[config.mk]
export PLATFORM = sky130hd
export DESIGN_NAME = alu_ctrl_seq
export DESIGN_NICKNAME = d
export VERILOG_FILES = /design/src/rtl/alu_ctrl_seq.sv
export SDC_FILE = /design/constraint.sdc
export NUM_CORES = 1
export LEC_CHECK = 0
export ABC_CLOCK_PERIOD_IN_PS = 1600
export CAP_MARGIN = 15
export CORE_ASPECT_RATIO = 0.8
export CORE_UTILIZATION = 30
export CTS_CLUSTER_SIZE = 20
export DETAILED_ROUTE_END_ITERATION = 6
export SLEW_MARGIN = 20
export SYNTH_ARGS = -nofsm -noshare
export SYNTH_HDL_FRONTEND = slang
export SYNTH_SLANG_ARGS = --single-unit
[constraint.sdc]
create_clock -name clk_i -period 1.6 [get_ports clk_i]
set_clock_uncertainty 0.15 [all_clocks]
set_input_delay 0.32 -clock clk_i [delete_from_list [all_inputs] [get_ports clk_i]]
set_output_delay 0.32 -clock clk_i [all_outputs]
set_load 0.03 [all_outputs]
[src/rtl/alu_ctrl_seq.sv]
// alu_ctrl_seq: registered, handshaked ALU control decoder.
// Decodes ALUOp/funct into a 4-bit ALU control code, flags unrecognised
// R-type functs and holds off upstream while a multi-cycle MUL (and, with
// ALU_CTRL_DIV_EN defined, DIV/REM) is in progress.
//
// Optional feature macro: ALU_CTRL_DIV_EN
//   defined   -> funct 0000001_10x decodes to DIV, 0000001_11x to REM,
//                both multi-cycle using DIV_CYCLES.
//   undefined -> those functs are illegal (ADD, illegal_o=1, single-cycle).
//
// state | meaning
// ------+-----------------------------------------------------------
// IDLE  | no result pending, ready for a new request
// MULTI | multi-cycle op running, counter counts down to 0
// OUT   | result presented to the ALU, held until ready_i
module alu_ctrl_seq #(
    parameter int MUL_CYCLES = 4,
    parameter int DIV_CYCLES = 8,
    parameter int CNT_W      = 4
) (
    input  logic       clk_i,
    input  logic       rst_i,
    input  logic       valid_i,
    output logic       ready_o,
    input  logic [9:0] funct_i,
    input  logic [1:0] ALUOp_i,
    output logic       valid_o,
    input  logic       ready_i,
    output logic [3:0] ALUCtrl_o,
    output logic       busy_o,
    output logic       illegal_o
);

    localparam logic [3:0] C_ADD  = 4'h1;
    localparam logic [3:0] C_SUB  = 4'h2;
    localparam logic [3:0] C_AND  = 4'h3;
    localparam logic [3:0] C_OR   = 4'h4;
    localparam logic [3:0] C_XOR  = 4'h5;
    localparam logic [3:0] C_MUL  = 4'h6;
    localparam logic [3:0] C_SLL  = 4'h7;
    localparam logic [3:0] C_SRL  = 4'h8;
    localparam logic [3:0] C_SRA  = 4'h9;
    localparam logic [3:0] C_SLT  = 4'hA;
    localparam logic [3:0] C_SLTU = 4'hB;
`ifdef ALU_CTRL_DIV_EN
    localparam logic [3:0] C_DIV  = 4'hC;
    localparam logic [3:0] C_REM  = 4'hD;
`endif

    // Counter loads are one less than the cycle count: MULTI exits on the
    // edge after the counter reads zero, so it lasts exactly N cycles.
    localparam logic [CNT_W-1:0] MUL_LOAD = CNT_W'(MUL_CYCLES - 1);
    localparam logic [CNT_W-1:0] DIV_LOAD = CNT_W'(DIV_CYCLES - 1);

    typedef enum logic [1:0] {
        IDLE  = 2'd0,
        MULTI = 2'd1,
        OUT   = 2'd2
    } state_t;

    state_t           state_q, state_d;
    logic [3:0]       ctrl_q, ctrl_d;
    logic             illegal_q, illegal_d;
    logic [CNT_W-1:0] cnt_q, cnt_d;

    logic [3:0]       dec_code;
    logic             dec_illegal;
    logic             dec_multi;
    logic             dec_div;
    logic             accept;

    // Combinational decode of the incoming request.
    always_comb begin
        dec_code    = C_ADD;
        dec_illegal = 1'b0;
        dec_multi   = 1'b0;
        dec_div     = 1'b0;
        case (ALUOp_i)
            2'b01: dec_code = C_SUB;
            2'b10: begin
                case (funct_i)
                    10'b0000000_000: dec_code = C_ADD;
                    10'b0100000_000: dec_code = C_SUB;
                    10'b0000000_001: dec_code = C_SLL;
                    10'b0000000_010: dec_code = C_SLT;
                    10'b0000000_011: dec_code = C_SLTU;
                    10'b0000000_100: dec_code = C_XOR;
                    10'b0000000_101: dec_code = C_SRL;
                    10'b0100000_101: dec_code = C_SRA;
                    10'b0000000_110: dec_code = C_OR;
                    10'b0000000_111: dec_code = C_AND;
                    10'b0000001_000: begin
                        dec_code  = C_MUL;
                        dec_multi = 1'b1;
                    end
`ifdef ALU_CTRL_DIV_EN
                    10'b0000001_100, 10'b0000001_101: begin
                        dec_code  = C_DIV;
                        dec_multi = 1'b1;
                        dec_div   = 1'b1;
                    end
                    10'b0000001_110, 10'b0000001_111: begin
                        dec_code  = C_REM;
                        dec_multi = 1'b1;
                        dec_div   = 1'b1;
                    end
`endif
                    default: begin
                        dec_code    = C_ADD;
                        dec_illegal = 1'b1;
                    end
                endcase
            end
            default: dec_code = C_ADD;
        endcase
    end

    // Handshake: a pending result frees the slot in the same cycle it is consumed.
    always_comb begin
        ready_o = (state_q == IDLE) || ((state_q == OUT) && ready_i);
        accept  = valid_i && ready_o;
    end

    // Next-state logic for the sequencer.
    always_comb begin
        state_d   = state_q;
        ctrl_d    = ctrl_q;
        illegal_d = illegal_q;
        cnt_d     = cnt_q;
        case (state_q)
            IDLE, OUT: begin
                if (accept) begin
                    ctrl_d = dec_code;
                    if (dec_multi) begin
                        state_d   = MULTI;
                        illegal_d = 1'b0;
                        cnt_d     = dec_div ? DIV_LOAD : MUL_LOAD;
                    end else begin
                        state_d   = OUT;
                        illegal_d = dec_illegal;
                    end
                end else if (state_q == OUT && ready_i) begin
                    state_d = IDLE;
                end
            end
            MULTI: begin
                if (cnt_q == '0) begin
                    state_d = OUT;
                end else begin
                    cnt_d = cnt_q - 1'b1;
                end
            end
            default: state_d = IDLE;
        endcase
    end

    // State, result and counter registers; reset aborts any in-flight op.
    always_ff @(posedge clk_i or posedge rst_i) begin
        if (rst_i) begin
            state_q   <= IDLE;
            ctrl_q    <= C_ADD;
            illegal_q <= 1'b0;
            cnt_q     <= '0;
        end else begin
            state_q   <= state_d;
            ctrl_q    <= ctrl_d;
            illegal_q <= illegal_d;
            cnt_q     <= cnt_d;
        end
    end

    // Output decode from the registered state.
    always_comb begin
        valid_o   = (state_q == OUT);
        busy_o    = (state_q == MULTI);
        ALUCtrl_o = ctrl_q;
        illegal_o = illegal_q && (state_q == OUT);
    end

endmodule

==> flow_summary.ini, run 1 <==
[floorplanning]
fp.dieW_um = 59.6
core_area_um2 = 2480
initial_core_util_pct = 32.1
die_h_um = 48.1
num_rows = 16
design.portCount = 24
die-area_um2 = 2870

[drt]
initialDrtViolationCount = 5
ant_nets = 0
wl_per_cell_um = 11.0
drtPass1Iterations = 4
vias = 817
drc = 0
routed_wl_mm = 1.98
vias_per_cell = 4.54

[finish]
multiInputGateArea_um2 = 528
final_cell_area_um2 = 1350
nets = 165
fill_cells = 252
drive_gt1_share_pct = 41.7
area_delta_synth_final_pct = 69.5
seq_area_um2 = 277
fin_util_pct = 54.4
antenna_cells = 0

[yosys]
syn_nets = 111
yosysSeqAreaShare_pct = 34.7
synthXorXnorAreaFrac_pct = 4.40
yosys.cell_count.top_type = dfrtp_1
synth-adder-area-share_pct = 6.28
synth-async-reset-ratio_pct = 100
synth_top_area_share_pct = 31.4
synth_top_family_by_area = simple AND/OR/NAND/NOR gates
syn_area_per_cell_um2 = 8.76
synthMuxAreaShare_pct = 1.26
synth_top_flop_cell = dfrtp_1
synth_warnings = 0
yosysUniqueCellTypes = 40
synth_largest_area_cell = dfrtp_1
synth_edf_count = 0
ys_ff_latch = 11
synth_compound_area_share_pct = 17.7
synth_top_cells_by_count = dfrtp_1, nor2_1, nand2_1
syn-cell-area_um2 = 797
synth-simple-area-share_pct = 29.0
synthTopCellsByArea = dfrtp_1, ha_1, nor2_1, o41ai_2, nand2_1
postSynthCellCount = 91

[cts]
clk_pin_slew_worst_paths_ns = 0.07
clk_latency_ns = 0.27
cts_buffer_depth = 2
cts-root-buf = clkbuf_4
cts_tree = yes
cts_buffers = 3
h-tree-depth = 1
clock-sinks = 11

[timing]
drv_slew = 0
finalHoldViolCount = 0
slew-limit-headroom_pct = 69.4
setup_viol_count_final = 2
grt_setup_unrepaired = yes
tns_ns = -0.0987
period_share_pct = 103
post-route-min-period_ns = 1.65
fin_ws_ns = -0.0508
worst_pin_slew_ns = 0.457
fmax_ghz = 0.606

[global_routing]
grt_pass1_vias = 703
overflow = 0
grt_pass1_wl_mm = 2.88
antenna_found_initial = 0
grt_use_total_pct = 13.9
grt_max_degree = 12

[power_and_ir_drop]
comb_power_share_pct = 30.2
internal_power_uw = 496
p_leak_nw = 0.625
p_sw_share_pct = 29.3
switching_power_uw = 205
p_total_uw = 701
ir_drop_uv = 408
clockPowerShare_pct = 27.2
power_density_nw_per_um2 = 518
seqPwrFrac_pct = 42.6

[run_status]
outcome = finished with violations
violations = setup timing

[setup_path]
startpoint_type = flip-flop
crit_arrival_ns = 1.66
setup.worst_path.end_class = flip-flop
crit_type = reg -> reg
crit_required_ns = 1.60
cp_max_fo = 5

[hold_path]
hold_path.class = in -> async

[placed_design]
place_ws_ns = -0.450
gp_congestion = 0.744
place_area_um2 = 1220
port_buffers = 23
dp_hpwl_mm = 1.57

[run]
drv_cap = 0
[per-layer routing]
metal  global-route usage (%)  vias to the layer above  wire, µm  part of all wire, %
met1                     16.9                      376       895                   45
met4                     1.40                        0        10                 0.50
li1                         -                      423         -                    -
met5                        0                        -         0                    0
met2                     25.8                       16      1010                   51
met3                     3.98                        2        70                  3.5
[placed cells by master, fill, tap and decap left out, types with 3 or more instances in the layout]
cell           netlist  final
clkbuf_4             0      3
nor2b_1              4      3
buf_6                0      3
buf_4                0     33
inv_2                1      5
dlygate4sd2_1        0     15
nand2_1              8      8
inv_1                7      3
dfrtp_1             10     10
nand3_1              4      4
ha_1                 4      3
nor2_1               9      8
[registers in the layout, summed over array words and instances (netlist names)]
signal	count
ALUCtrl_o	4
cnt_q	4
illegal_q	1
state_q	2
[worst paths after layout]
path,start,end,slack [ns],cells after the start
worst max-delay path,cnt_q[0],cnt_q[1],-0.05,5
worst min-delay path,rst_i,state_q[0],0.18,2
worst min register to register,ALUCtrl_o[0],ALUCtrl_o[0],0.32,2
max in group asynchronous,rst_i,ALUCtrl_o[0],0.80,2
worst max register to register,cnt_q[0],cnt_q[1],-0.05,5
min in group clk_i,ALUCtrl_o[0],ALUCtrl_o[0],0.32,2
[layout make-up]
| type | instances | share of cell area, % |
|---|---|---|
| Clock buffer | 4 | 1.94 |
| Inverter | 8 | 2.22 |
| Multi-Input combinational cell | 67 | 39.1 |
| Sequential cell | 11 | 20.5 |
| Tap cell | 36 | 3.33 |
| Timing Repair Buffer | 54 | 33.0 |
[cell families after synthesis]
| logic type | count (synthesis) |
|---|---|
| xor+xnor | 4 |
| simple gates | 40 |
| mux | 1 |
| buf+inv | 13 |
| compound gates | 18 |
| fa+ha+maj | 4 |
| flops | 11 |
[metrics by stage]
stage	cells	hold slack [ns]
after floorplan	91	0.0217
after global placement	168	0.314
after detailed placement	168	0.314
after CTS	177	0.193
after global routing	180	0.226
final	180	0.175
[power by group through the flow]
stage               sequential, mW  clock (mW)  combinational, mW
floorplan                    0.316           0             0.0802
global placement             0.304           0              0.196
detailed placement           0.304           0              0.200
CTS                          0.298       0.195              0.202
global route                 0.300       0.206              0.230
finish                       0.298       0.191              0.211
[what timing repair did]
action	in CTS	in global routing
setup endpoints to repair	16	12
hold endpoints to repair	0	0
hold buffers	0	0
resized for setup	24	9
pin swaps	9	5
buffers inserted	5	4
[critical path: stages, from the launching register on]
cell,delay (ns)
dfrtp_1,0.39
inv_2,0.06
ha_1,0.13
or3b_4,0.40
and2_4,0.17
o31a_1,0.24
Power figures use the tool's default switching activity.
==> inputs of run 2 (changes only) <==
--- a/config.mk
+++ b/config.mk
@@ -8,6 +8,7 @@
 export ABC_CLOCK_PERIOD_IN_PS = 1600
 export CAP_MARGIN = 15
 export CORE_ASPECT_RATIO = 0.8
+export CORE_MARGIN = 3
 export CORE_UTILIZATION = 30
 export CTS_CLUSTER_SIZE = 20
 export DETAILED_ROUTE_END_ITERATION = 6
==> run 2 against run 1 <==
Net effect: the run still ends with setup timing left; worst setup slack got worse by 0.0040 ns; maximum frequency fell by 0.24%; flip-flop and latch count did not move; via count rose by 0.98%; wire length rose by 3.0%; clock power fell by 4%; cell area rose by 0.93%; power fell by 0.66%; non-clock buffer count fell by 2; largest power group unchanged.
==> flow_summary.ini, run 2 (synthesis gave the netlist of run 1 again) <==
[run_status]
outcome = finished with violations
violations = setup timing

[finish]
area_delta_synth_final_pct = 71.1
final_cell_area_um2 = 1360
final_common_cell = buf_4
fill_cells = 236
antenna_cells = 0
layout_common_cells = buf_4, dlygate4sd2_1, dfrtp_1
finalNonFillerCells = 178
drive_gt1_share_pct = 42.3
nets = 163

[timing]
period_share_pct = 103
post-route-min-period_ns = 1.65
setup_viol_count_final = 4
finalHoldViolCount = 0
drv_slew = 0
worst_pin_slew_ns = 0.494
grt_setup_unrepaired = yes
slew-limit-headroom_pct = 66.9
fin_hold_ws_ns = 0.188
fin_ws_ns = -0.0548
fmax_ghz = 0.604

[drt]
drc = 0
vias = 825
wl_per_cell_um = 11.5
vias_per_cell = 4.63
ant_nets = 0
initialDrtViolationCount = 18
routed_wl_mm = 2.04
drtPass1Iterations = 4

[cts]
h-tree-depth = 1
cts_tree = yes
clk_latency_ns = 0.26
clock-sinks = 11
cts_buffers = 3
cts-root-buf = clkbuf_4
clk_pin_slew_worst_paths_ns = 0.07
cts_buffer_depth = 2

[placed_design]
dp_hpwl_mm = 1.59
gp_congestion = 0.747
port_buffers = 23
dp.cells = 169
place_area_um2 = 1220

[setup_path]
cp-endpoint = cnt_q[0]
setup.worst_path.end_class = flip-flop
crit_start = cnt_q[1]
crit_arrival_ns = 1.66
cp_max_fo = 5
crit_required_ns = 1.60
r2r_start = cnt_q[1]
r2r_slack_ns = -0.05
startpoint_type = flip-flop
reg2reg_to = cnt_q[0]
reg2reg_depth = 5
crit_type = reg -> reg

[power_and_ir_drop]
internal_power_uw = 495
power_density_nw_per_um2 = 510
switching_power_uw = 200
p_leak_nw = 0.635
clockPowerShare_pct = 26.5
ir_drop_uv = 405
p_sw_share_pct = 28.8
seqPwrFrac_pct = 43.0
comb_power_share_pct = 30.5

[global_routing]
grt_use_total_pct = 13.5
overflow = 0
grt_pass1_wl_mm = 3.48
antenna_found_initial = 0
grt_pass1_vias = 823
grt_max_degree = 12

[floorplanning]
design.portCount = 24
initial_core_util_pct = 32.1
num_rows = 16
fp.dieW_um = 63.6
die_h_um = 52.1
core_area_um2 = 2480
die-area_um2 = 3310

[hold_path]
hold_path.class = in -> async

[run]
drv_cap = 0
-- run 2: per-layer routing --
| metal | track usage [%] | wire, µm |
|---|---|---|
| met1 | 15.9 | 936 |
| met3 | 3.46 | 48 |
| met4 | 3.94 | 17 |
| met5 | 0 | 0 |
| met2 | 24.4 | 1040 |
-- run 2: area by class of cell --
cell class / instances / area [µm²] / share of cell area, %
clock buffer: 4 / 26.3 / 1.93
inverter: 8 / 30.0 / 2.20
multi-input combinational: 67 / 546 / 40.0
sequential: 11 / 277 / 20.3
tap: 36 / 45.0 / 3.30
timing repair buffer: 52 / 440 / 32.3
-- run 2: how the worst min path moves through the flow --
stage | endpoint | slack (ns) | from | depth (start not counted)
finish | cnt_q[0] | 0.19 | rst_i | 2
detailed placement | ALUCtrl_o[0] | 0.31 | ALUCtrl_o[0] | 2
floorplan | ALUCtrl_o[1] | 0.02 | rst_i | 1
CTS | ALUCtrl_o[1] | 0.19 | rst_i | 2
global placement | ALUCtrl_o[0] | 0.31 | ALUCtrl_o[0] | 2
global route | cnt_q[3] | 0.21 | rst_i | 2
-- run 2: power by group through the flow --
stage | Clock [mW] | Combinational [mW] | Sequential [mW]
3_3_place_gp | 0 | 0.198 | 0.304
5_1_grt | 0.204 | 0.232 | 0.301
2_1_floorplan | 0 | 0.0802 | 0.316
4_1_cts | 0.193 | 0.201 | 0.299
3_5_place_dp | 0 | 0.202 | 0.304
6_report | 0.184 | 0.212 | 0.299
-- run 2: metrics by stage --
step / worst slack, ns / power [mW] / TNS, ns / utilization (%)
4_1_cts: -0.0564 / 0.693 / -0.149 / 51.9
2_1_floorplan: -0.0323 / 0.396 / -0.0677 / -
5_1_grt: -0.127 / 0.737 / -0.785 / 54.9
3_3_place_gp: -0.414 / 0.502 / -4.08 / 49.3
3_5_place_dp: -0.461 / 0.506 / -4.40 / 49.3
6_report: -0.0548 / 0.696 / -0.157 / 54.9
-- run 2: repair_timing --
| item | CTS | global route |
|---|---|---|
| gates resized for setup | 25 | 16 |
| endpoints found under the setup margin | 16 | 14 |
| hold endpoints to repair | 0 | 0 |
| pin swaps | 9 | 10 |
| hold buffers | 0 | 0 |
| setup buffers | 2 | 3 |
-- run 2: worst max-delay path, stage by stage (launching register included) --
cell	delay (ns)
dfrtp_1	0.40
inv_2	0.08
ha_4	0.11
or3b_4	0.40
and2_4	0.17
o31a_1	0.23
==> inputs of run 3 (changes only) <==
--- a/config.mk
+++ b/config.mk
@@ -8,11 +8,11 @@
 export ABC_CLOCK_PERIOD_IN_PS = 1600
 export CAP_MARGIN = 15
 export CORE_ASPECT_RATIO = 0.8
-export CORE_MARGIN = 3
 export CORE_UTILIZATION = 30
 export CTS_CLUSTER_SIZE = 20
 export DETAILED_ROUTE_END_ITERATION = 6
-export SLEW_MARGIN = 20
+export RECOVER_POWER = 25
+export SLEW_MARGIN = 10
 export SYNTH_ARGS = -nofsm -noshare
 export SYNTH_HDL_FRONTEND = slang
 export SYNTH_SLANG_ARGS = --single-unit
==> run 3 against run 2 <==
Net effect: first-iteration DRC count fell by 72%; global-route usage up 0.36 points; sequential share of layout area is 0.19 points higher; cell area decreased by 0.92%; worst setup slack better by 0.0040 ns; via count is 0.97% lower; the flow still finishes with violations (setup timing); largest cell class unchanged.
==> flow_summary.ini, run 3 (synthesis gave the netlist of run 1 again) <==
[setup_path]
cp_slowest_stage_delay_ns = 0.40
reg2reg_depth = 5
r2r_slack_ns = -0.05
worst-path-buf-inv = 1
cp_max_fo = 5
crit_required_ns = 1.60
startpoint_type = flip-flop
crit_type = reg -> reg
cp_slowest_cell = or3b_4
setup.worst_path.end_class = flip-flop
r2r_start = cnt_q[0]
crit_family = simple AND/OR/NAND/NOR gates
crit_chain = inv_2, ha_1, or3b_4, and2_4, o31a_1
crit_arrival_ns = 1.66
reg2reg_to = cnt_q[1]

[power_and_ir_drop]
ir_drop_uv = 406
power_density_nw_per_um2 = 518
p_total_uw = 700
p_leak_nw = 0.625

[floorplanning]
design.portCount = 24
initial_core_util_pct = 32.1
core_area_um2 = 2480
die_h_um = 48.1
die-area_um2 = 2870
num_rows = 16
fp.dieW_um = 59.6

[timing]
setup_viol_count_final = 2
slew-limit-headroom_pct = 69.4
fmax_ghz = 0.606
worst_pin_slew_ns = 0.457
drv_slew = 0
period_share_pct = 103
grt_setup_unrepaired = yes
post-route-min-period_ns = 1.65
fin_ws_ns = -0.0508
finalHoldViolCount = 0

[cts]
cts_buffers = 3
cts-root-buf = clkbuf_4
clock-sinks = 11
clk_pin_slew_worst_paths_ns = 0.07
cts_buffer_depth = 2
cts_tree = yes
h-tree-depth = 1
clk_latency_ns = 0.27

[run]
drv_cap = 0

[finish]
final_common_cell = buf_4
fin_util_pct = 54.4
area_delta_synth_final_pct = 69.5
nets = 165
antenna_cells = 0
final_cell_area_um2 = 1350
layout_common_cells = buf_4, dlygate4sd2_1, dfrtp_1
fill_cells = 252
drive_gt1_share_pct = 41.7

[global_routing]
grt_pass1_wl_mm = 2.88
grt_max_degree = 12
grt_pass1_vias = 703
overflow = 0
grt_use_total_pct = 13.9
antenna_found_initial = 0

[drt]
vias = 817
ant_nets = 0
vias_per_cell = 4.54
drc = 0
initialDrtViolationCount = 5
wl_per_cell_um = 11.0
routed_wl_mm = 1.98
drtPass1Iterations = 4

[run_status]
violations = setup timing
outcome = finished with violations

[placed_design]
place_area_um2 = 1220
dp_hpwl_mm = 1.57
port_buffers = 23
place_ws_ns = -0.450
gp_congestion = 0.744

[hold_path]
hold_path.class = in -> async
[run 3: metal layers]
metal / global-route usage (%) / part of all wire, % / vias up
met5: 0 / 0 / -
met4: 1.40 / 0.50 / 0
met3: 3.98 / 3.5 / 2
met2: 25.8 / 51 / 16
met1: 16.9 / 45 / 376
li1: - / - / 423
[run 3: power breakdown]
part	internal (mW)	total (mW)	switching [mW]
clock network	0.0968	0.191	0.0939
logic	0.106	0.211	0.104
registers	0.292	0.298	0.00660
[run 3: worst register-to-register path: stages, from the launching register on]
cell	delay [ns]
dfrtp_1	0.39
inv_2	0.06
ha_1	0.13
or3b_4	0.40
and2_4	0.17
o31a_1	0.24
[run 3: layout make-up]
type | count | area, µm² | area share, %
Multi-Input combinational cell | 67 | 528 | 39.1
Sequential cell | 11 | 277 | 20.5
Tap cell | 36 | 45.0 | 3.33
Inverter | 8 | 30.0 | 2.22
Timing Repair Buffer | 54 | 445 | 33.0
Clock buffer | 4 | 26.3 | 1.94
[run 3: worst max-delay path by stage]
stage          cells after the start  slack (ns)           end  startpoint
4_1_cts                            5       -0.06      cnt_q[0]    cnt_q[0]
3_3_place_gp                       5       -0.42  ALUCtrl_o[3]  funct_i[5]
5_1_grt                            5       -0.09      cnt_q[0]    cnt_q[1]
6_report                           5       -0.05      cnt_q[1]    cnt_q[0]
3_5_place_dp                       6       -0.45      cnt_q[0]  funct_i[5]
2_1_floorplan                      5       -0.03      cnt_q[0]    cnt_q[0]
[run 3: what timing repair did]
item | in CTS | in global routing
cloned | 0 | 0
hold endpoints to repair | 0 | 0
pin swaps | 9 | 5
buffers inserted | 5 | 4
setup endpoints to repair | 16 | 12
hold buffers | 0 | 0
resized for setup | 24 | 9
[run 3: metrics by stage]
| step | TNS (ns) | instances | hold WS [ns] |
|---|---|---|---|
| 2_1_floorplan | -0.0677 | 91 | 0.0217 |
| 3_3_place_gp | -4.08 | 168 | 0.314 |
| 3_5_place_dp | -4.24 | 168 | 0.314 |
| 4_1_cts | -0.127 | 177 | 0.193 |
| 5_1_grt | -0.420 | 180 | 0.349 |
| 6_report | -0.0987 | 180 | 0.313 |
